[src/rtl/ssd_attitude_mux.sv]
// Two-digit attitude display driver: debounced roll/pitch classification feeding a
// registered, time-multiplexed 7-segment bus. Optional stale/blink logic: SSD_STALE_BLINK_EN.
module ssd_attitude_mux #(
    parameter int DATA_W      = 16,
    parameter int DEADBAND    = 8,
    parameter int STABLE_N    = 4,
    parameter int REFRESH_DIV = 50000,
    parameter int BLANK_CYC   = 2,
    parameter int ACTIVE_LOW  = 1,
    parameter int STALE_CYC   = 1000000,
    parameter int BLINK_LOG2  = 5
) (
    input  logic              i_Clk,
    input  logic              i_Reset,
    input  logic              i_Valid,
    input  logic [DATA_W-1:0] i_Roll,
    input  logic [DATA_W-1:0] i_Pitch,
    output logic [6:0]        o_Seg,
    output logic [1:0]        o_Digit,
    output logic              o_Stale
);

    typedef struct packed {
        logic rn;
        logic rz;
        logic pn;
        logic pz;
    } att_class_t;

    typedef enum logic [1:0] {BLANK_L, SHOW_L, BLANK_R, SHOW_R} mux_state_t;

    localparam att_class_t CLASS_LEVEL = '{rn: 1'b0, rz: 1'b1, pn: 1'b0, pz: 1'b1};
    localparam int CNT_W  = $clog2(STABLE_N + 1);
    localparam int SLOT_W = $clog2(REFRESH_DIV);
    localparam logic [CNT_W-1:0]  CNT_MAX   = CNT_W'(STABLE_N);
    localparam logic [SLOT_W-1:0] SLOT_LAST = SLOT_W'(REFRESH_DIV - 1);
    localparam logic [SLOT_W-1:0] SLOT_SHOW = SLOT_W'(BLANK_CYC);
    localparam logic signed [DATA_W:0] DB_POS = (DATA_W + 1)'(DEADBAND);
    localparam logic signed [DATA_W:0] DB_NEG = -DB_POS;
    localparam logic POL = (ACTIVE_LOW != 0);

    if (DATA_W < 2 || STABLE_N < 1 || REFRESH_DIV < 4 || BLANK_CYC >= REFRESH_DIV ||
        STALE_CYC < 1 || BLINK_LOG2 < 0) begin : g_bad_params
        $error("ssd_attitude_mux: illegal parameter combination");
    end

    // One extra bit so negating DEADBAND and the most-negative input cannot overflow.
    function automatic logic [1:0] classify(input logic [DATA_W-1:0] x);
        logic signed [DATA_W:0] xe;
        logic                   z;
        xe = $signed({x[DATA_W-1], x});
        z  = (xe >= DB_NEG) && (xe <= DB_POS);
        return {x[DATA_W-1] & ~z, z};
    endfunction

    logic [1:0] roll_nz, pitch_nz;
    att_class_t sample_class;

    assign roll_nz      = classify(i_Roll);
    assign pitch_nz     = classify(i_Pitch);
    assign sample_class = '{rn: roll_nz[1], rz: roll_nz[0], pn: pitch_nz[1], pz: pitch_nz[0]};

    att_class_t        cand_q, cand_d, class_q, class_d;
    logic [CNT_W-1:0]  cnt_q, cnt_d;

    // NOTE: every always_comb output gets a default first, so no path can infer a latch.
    always_comb begin
        cand_d  = cand_q;
        cnt_d   = cnt_q;
        class_d = class_q;
        if (i_Valid) begin
            if (sample_class == cand_q) begin
                cnt_d = (cnt_q == CNT_MAX) ? cnt_q : cnt_q + 1'b1;
            end else begin
                cand_d = sample_class;
                cnt_d  = CNT_W'(1);
            end
            if (cnt_d == CNT_MAX) class_d = sample_class;
        end
    end

    // NOTE: sequential state uses non-blocking assignments so all registers update together.
    always_ff @(posedge i_Clk) begin
        if (i_Reset) begin
            cand_q  <= CLASS_LEVEL;
            class_q <= CLASS_LEVEL;
            cnt_q   <= '0;
        end else begin
            cand_q  <= cand_d;
            class_q <= class_d;
            cnt_q   <= cnt_d;
        end
    end

    mux_state_t        state_q, state_d;
    logic [SLOT_W-1:0] slot_q, slot_d;
    logic              slot_wrap;

    assign slot_wrap = (slot_q == SLOT_LAST);

    always_ff @(posedge i_Clk) begin
        if (i_Reset) begin
            state_q <= BLANK_L;
            slot_q  <= '0;
        end else begin
            state_q <= state_d;
            slot_q  <= slot_d;
        end
    end

    always_comb begin
        slot_d  = slot_wrap ? '0 : slot_q + 1'b1;
        state_d = state_q;
        case (state_q)
            BLANK_L: if (slot_d >= SLOT_SHOW) state_d = SHOW_L;
            SHOW_L:  if (slot_wrap)           state_d = BLANK_R;
            BLANK_R: if (slot_d >= SLOT_SHOW) state_d = SHOW_R;
            SHOW_R:  if (slot_wrap)           state_d = BLANK_L;
            default:                          state_d = BLANK_L;
        endcase
    end

`ifdef SSD_STALE_BLINK_EN
    localparam int STALE_W = $clog2(STALE_CYC + 1);
    localparam logic [STALE_W-1:0] STALE_MAX = STALE_W'(STALE_CYC);

    logic [STALE_W-1:0]  stale_cnt_q, stale_cnt_d;
    logic [BLINK_LOG2:0] blink_cnt_q, blink_cnt_d;
    logic                stale_q, stale_d;

    always_comb begin
        stale_cnt_d = stale_cnt_q;
        blink_cnt_d = blink_cnt_q;
        if (i_Valid) begin
            stale_cnt_d = '0;
            blink_cnt_d = '0;
        end else begin
            if (stale_cnt_q != STALE_MAX) stale_cnt_d = stale_cnt_q + 1'b1;
            if (stale_q && slot_wrap)     blink_cnt_d = blink_cnt_q + 1'b1;
        end
        stale_d = (stale_cnt_d == STALE_MAX);
    end

    always_ff @(posedge i_Clk) begin
        if (i_Reset) begin
            stale_cnt_q <= '0;
            blink_cnt_q <= '0;
            stale_q     <= 1'b0;
        end else begin
            stale_cnt_q <= stale_cnt_d;
            blink_cnt_q <= blink_cnt_d;
            stale_q     <= stale_d;
        end
    end

    assign o_Stale = stale_q;
`else
    assign o_Stale = 1'b0;
`endif

    logic [6:0] lit_l, lit_r, seg_act, seg_d;
    logic [1:0] dig_act, dig_d;

    // Patterns are packed {G,F,E,D,C,B,A}, active-high until the polarity step.
    always_comb begin
        lit_l = {class_q.rz & class_q.pz,
                 ~class_q.rn & class_q.pn & ~class_q.rz,
                 ~class_q.rn & ~class_q.pn & ~class_q.rz,
                 ~class_q.rn & ~class_q.pn & ~class_q.pz,
                 1'b0, 1'b0,
                 ~class_q.rn & class_q.pn & ~class_q.pz};
        lit_r = {class_q.rz & class_q.pz,
                 1'b0, 1'b0,
                 class_q.rn & ~class_q.pn & ~class_q.pz,
                 class_q.rn & ~class_q.pn & ~class_q.rz,
                 class_q.rn & class_q.pn & ~class_q.rz,
                 class_q.rn & class_q.pn & ~class_q.pz};
`ifdef SSD_STALE_BLINK_EN
        if (stale_q) begin
            lit_l = {~blink_cnt_q[BLINK_LOG2], 6'b000000};
            lit_r = lit_l;
        end
`endif
        seg_act = '0;
        dig_act = '0;
        case (state_q)
            SHOW_L: begin
                dig_act = 2'b01;
                seg_act = lit_l;
            end
            SHOW_R: begin
                dig_act = 2'b10;
                seg_act = lit_r;
            end
            default: ;
        endcase
        seg_d = seg_act ^ {7{POL}};
        dig_d = dig_act ^ {2{POL}};
    end

    always_ff @(posedge i_Clk) begin
        if (i_Reset) begin
            o_Seg   <= {7{POL}};
            o_Digit <= {2{POL}};
        end else begin
            o_Seg   <= seg_d;
            o_Digit <= dig_d;
        end
    end

endmodule
[config.mk]
export PLATFORM = sky130hd
export DESIGN_NAME = ssd_attitude_mux
export DESIGN_NICKNAME = d
export VERILOG_FILES = /design/src/rtl/ssd_attitude_mux.sv
export SDC_FILE = /design/constraint.sdc
export NUM_CORES = 1
export LEC_CHECK = 0
export ABC_CLOCK_PERIOD_IN_PS = 2700
export CAP_MARGIN = 15
export CORE_AREA = 2 2 67 69
export DETAILED_ROUTE_END_ITERATION = 16
export DIE_AREA = 0 0 69 71
export PLACE_DENSITY = 0.78
export SLEW_MARGIN = 20
export SYNTH_ARGS = -nofsm -noshare
export SYNTH_HDL_FRONTEND = slang
export SYNTH_SLANG_ARGS = --single-unit
[constraint.sdc]
create_clock -name i_Clk -period 2.7 [get_ports i_Clk]
set_clock_uncertainty 0.05 [all_clocks]
set_input_delay 0.675 -clock i_Clk [delete_from_list [all_inputs] [get_ports i_Clk]]
set_output_delay 0.675 -clock i_Clk [all_outputs]
set_load 0.02 [all_outputs]
# After elaboration in Yosys (flattened, before gate mapping)
# Index checks and enable logic that the tools add are counted.
[totals]
in_bits = 35
out_inout_bits = 10
reg_bits = 38
elab_cells = 72
[classes]
n_bitwise = 24
eq_ne = 11
addsub = 2
magnitude_cmp = 5
n_reduce_logical = 6
n_mux = 11
[ops]
columns = ["cell", "n"]
rows = [
  ["$ge 16x4->1 const B", 2],
  ["$le 16x5->1 const B", 2],
  ["$add 16x1->16 const B", 1],
  ["$eq 16x16->1 const B", 1],
  ["$ge 16x2->1 const B", 1],
  ["$mux 16", 1],
  ["$and 1x1->1", 15],
  ["$pmux 7 s2", 1],
  ["$mux 3", 3],
  ["$mux 2", 4],
  ["$ne 2x2->1 const B", 4],
  ["$pmux 2 s4", 1],
  ["$not 1->1", 7],
  ["$not 7->7", 1],
  ["$eq 3x3->1 const B", 2],
  ["$eq 2x2->1 const B", 2],
  ["$eq 4x4->1", 1],
  ["$pmux 2 s2", 1],
  ["$reduce_and 2->1", 2],
  ["$reduce_and 4->1", 1],
  ["$add 3x1->3 const B", 1],
  ["$eq 2x1->1 const B", 1],
  ["$logic_and 1x1->1", 2],
  ["$logic_not 2->1", 1],
  ["$not 2->2", 1],
]

# Longest topological paths before layout
# Gate-level depths: netlist of run 1.
[logic_depth]
ltp_word = 9
mapped_depth = 8
mapped_depth_nobuf = 8

# Worst setup path after synthesis of run 1
# OpenSTA, ideal clock, no wires.
[synth_path]
path_kind = "input-to-reg"
startpoint = "input i_Pitch[9]"
endpoint = "register class_q[3] (netlist name)"
n_path_buf = 1
required_time_ns = 2.529
stages = 8
arrival_ns = 2.363
slack_ns = 0.165
setup_ns = 0.121
cell_sequence = "nand4_1 o31a_1 or4b_1 o21ai_1 and2_4 and3_1 buf_6 mux2_4"
[synth_between]
elab_chain_cells = 9
word_cells_on_any_way = 10
cone_classes = "order compare (2); eq/ne (2); mux (2); bitwise (2); reduce/logical (2)"
[synth_lines]
columns = ["element", "line", "source"]
rows = [
  ["from (decl)", "17", "input logic [DATA_W-1:0] i_Pitch,"],
  ["$ge 16x4->1 or $le 16x5->1 (tied branches)", "52", "z = (xe >= DB_NEG) && (xe <= DB_POS);"],
  ["$logic_and 1x1->1 (*)", "52", ""],
  ["$not 1->1", "53", "return {x[DATA_W-1] & ~z, z};"],
  ["$and 1x1->1", "53", ""],
  ["$eq 4x4->1 (*)", "72", "if (sample_class == cand_q) begin"],
  ["$mux 3 (*)", "72", ""],
  ["$mux 3 (*)", "71", "if (i_Valid) begin"],
  ["$eq 3x3->1 (*)", "78", "if (cnt_d == CNT_MAX) class_d = sample_class;"],
  ["$reduce_and 2->1 (no line) (*)", "-", ""],
  ["to (signal assigned)", "90", "class_q <= class_d;"],
  ["to (decl)", "63", "att_class_t cand_q, cand_d, class_q, class_d;"],
]
# Every way passes the cells marked *; elsewhere a longest branch is shown, timed or not. The select of a mux whose other input is x is not followed.
# A chain may end at the register's enable or synchronous reset.

# Worst setup path in the final report of run 1
# Ends and elaborated chain as after synthesis.

==> metrics.yaml, run 1 <==
logic_synthesis:
  yosys-mux-area-fraction_pct: 6.73
  synth-simple-area-share_pct: 28.5
  synth_top_family_by_area: "simple AND/OR/NAND/NOR gates"
  seq_area_frac_synth_pct: 37.2
  syn-cell-area_um2: 2050
  synth_edf_count: 0
  synth_area_leader_cell: "dfxtp_1"
  synth_nets: 283
  synth_xor_area_share_pct: 6.42
  yosys_warnings: 0
  synth_top_area_share_pct: 37.2
  synthCells: 237
  synth.ff_latch_count: 38
  syn_area_per_cell_um2: 8.63
  synth_compound_gate_area_share_pct: 9.36
  synth_ff_type: "dfxtp_1"
  async_flop_share_pct: 0
  yosys-top-cells-area: "dfxtp_1, ha_1, nor2_1, mux2i_1, nand4_1"
  synth_cell_types: 48
  synthAdderAreaFrac_pct: 6.73
detailed_routing:
  drc: 0
  first_pass_iters: 4
  vias: 1873
  via_per_inst: 5.56
  wire_per_inst_um: 12.7
  routed_wl_um: 4260
  first_iter_violations: 147
  ant_nets: 0
worst_setup_path:
  cp.arrival_ns: 2.78
  cp.required_ns: 2.84
  endpoint_kind: "flop"
  path_cells: "clkdlybuf4s50_1 > nand4_1 > o31a_1 > or4b_1 > o21ai_1 > and2_4 > and3_4 > mux2_4"
  cpMaxStageDelayCell: "clkdlybuf4s50_1"
  crit_path_start_kind: "input pin"
  crit_fanout: 2
  crit_family: "simple AND/OR/NAND/NOR gates"
  path_class: "input pin to flop"
  critPathBufInv: 1
  slowest_delay_ns: 0.49
power_and_ir_drop:
  pwr-share-seq_pct: 47.7
  ir_drop_uv: 225
  p_leak_nw: 0.992
  clock_power_share_pct: 31.7
  p_int_w: 0.000936
  power_switching_w: 0.000364
  switching_share_pct: 28.0
  combPwrFrac_pct: 20.6
  power_density_nw_per_um2: 488
  finalPower_w: 0.00130
floorplan:
  core_um2: 4200
  die-area_um2: 4900
  initial_core_util_pct: 48.7
  rows: 24
  die_h_um: 71
  ioPinCount: 45
  dieWidth_um: 69
place:
  gp_congestion: 0.828
  dpl.hpwl_um: 3260
  portBuffers: 43
layout:
  multi_input_area_um2: 1200
  syn_to_final_growth_pct: 30.1
  fill_cells: 363
  drive_above_1_share_pct: 8.77
  register_area_um2: 761
  fin_util_pct: 63.3
  insertedDiodeCount: 0
  nets: 330
sta:
  setup_viol: 0
  fmax_mhz: 379
  final-hold-violation-count: 0
  final.min_clock_period_ns: 2.64
  max_slew_margin_pct: 59.7
  finalMaxSlewViolations: 0
  grt_setup_unrepaired: "no"
  tightest_slew_ns: 0.599
  finalCritPeriodShare_pct: 97.8
  setup_tns_ns: 0
  timing.hold.ws_ns: 0.372
clock_tree:
  cts_buffers: 5
  cts_max_level: 2
  post-cts-setup-buffers: 0
  cts-root-buf: "clkbuf_8"
  clock_latency_ns: 0.29
  ctsHoldBuffers: 0
  cts_sinks: 38
  cts.repair.resized: 0
  cts_tree: "done"
  path_clk_slew_ns: 0.08
  max-clock-path-buffers: 2
grt:
  grt_use_total_pct: 18.6
  grt_pass1_wl_um: 7530
  antenna_found_initial: 0
  grt_max_degree: 18
  grt_overflow: 0
  grt_pass1_vias: 1777
hold_path:
  hp-class: "flop to flop"
run_status:
  run_status: "finished clean"
job:
  drv_cap: 0
==> per-stage QoR <==
stage                     instances  setup slack (ns)  cell area (um^2)
final                           337            0.0601              2660
after global routing            337           0.00262              2660
after CTS                       337            0.0628              2640
after detailed placement        329            -0.259              2550
after global placement          329            -0.236              2550
after floorplan                 237             0.165              2050
==> logic make-up (layout without fill, tap and decap cells) <==
family | after synthesis | count (layout)
xor+xnor | 15 | 15
other cells | 1 | 1
compound gates | 26 | 26
simple gates | 111 | 111
buf+inv | 22 | 70
mux | 13 | 13
flops | 38 | 38
fa+ha+maj | 11 | 11
==> power groups by stage <==
| stage | logic, W | registers [W] | clock network, W |
|---|---|---|---|
| floorplan | 0.000146 | 0.000638 | 0 |
| finish | 0.000268 | 0.000620 | 0.000412 |
| global route | 0.000298 | 0.000624 | 0.000447 |
| global placement | 0.000260 | 0.000632 | 0 |
| CTS | 0.000269 | 0.000620 | 0.000423 |
| detailed placement | 0.000268 | 0.000633 | 0 |
==> path summary, 6_finish.rpt <==
path	startpoint	to	cells past startpoint	slack [ns]
worst max-delay path	i_Pitch[9]	class_q[3]$_SDFFE_PP0P_	8	0.06
worst min-delay path	class_q[0]$_SDFFE_PP1P_	o_Seg[6]$_SDFF_PP1_	1	0.37
worst max register to register	slot_q[0]$_SDFF_PP0_	state_q[1]$_SDFFE_PP0P_	8	0.31
worst min register to register	class_q[0]$_SDFFE_PP1P_	o_Seg[6]$_SDFF_PP1_	1	0.37
==> synth_stat cells, drive strengths merged, types with 6 or more instances <==
library cell and n:
dfxtp 38, nor2 34, nand4 16, nand3 13, nand2 12, ha 11, mux2i 10, inv 9
nor4 8, xor2 8, buf 7, xnor2 7, and3 6, nor3 6
==> sequential cells by signal (all words and copies together), names as in the netlist <==
signal / count
cnt_q: 3
slot_q: 16
o_Seg: 7
o_Digit: 2
state_q: 2
class_q: 4
cand_q: 4
==> layer usage <==
layer / track usage, % / vias to the layer above / wire, um
li1: - / 949 / -
met1: 21.1 / 859 / 1860
met2: 34.5 / 61 / 2120
met3: 5.70 / 4 / 251
met4: 3.92 / 0 / 34
met5: 0 / - / 0
==> placed cells by master (no fill, tap or decap), drive strengths merged, types with 2 or more instances in the layout <==
master         instances
xor2                   8
mux2                   3
nand4                 16
and2                   2
clkdlybuf4s50         42
a21oi                  4
nor2                  34
nor2b                  2
ha                    11
clkbuf                 6
nand4b                 2
nand2                 12
nor4b                  3
clkinv                 2
inv                    9
and3                   6
nor3                   6
nand3                 13
a211oi                 3
nor4                   8
dfxtp                 38
mux2i                 10
o21ai                  3
o31ai                  4
or3                    2
o211ai                 2
xnor2                  7
buf                    9
==> area by class of cell <==
type / count / area share [%]
clock inverter: 2 / 0.470
sequential: 38 / 28.6
timing repair buffer: 52 / 18.8
tap: 52 / 2.44
multi-input combinational: 177 / 45.2
inverter: 10 / 1.41
clock buffer: 6 / 3.10
No activity file was read; power rests on OpenSTA's default activity.
==> run 2: changes to the inputs <==
- SLEW_MARGIN: 20 -> 5
==> results of run 2 <==
Final layout, timing and power as in run 1 (identical DEF).
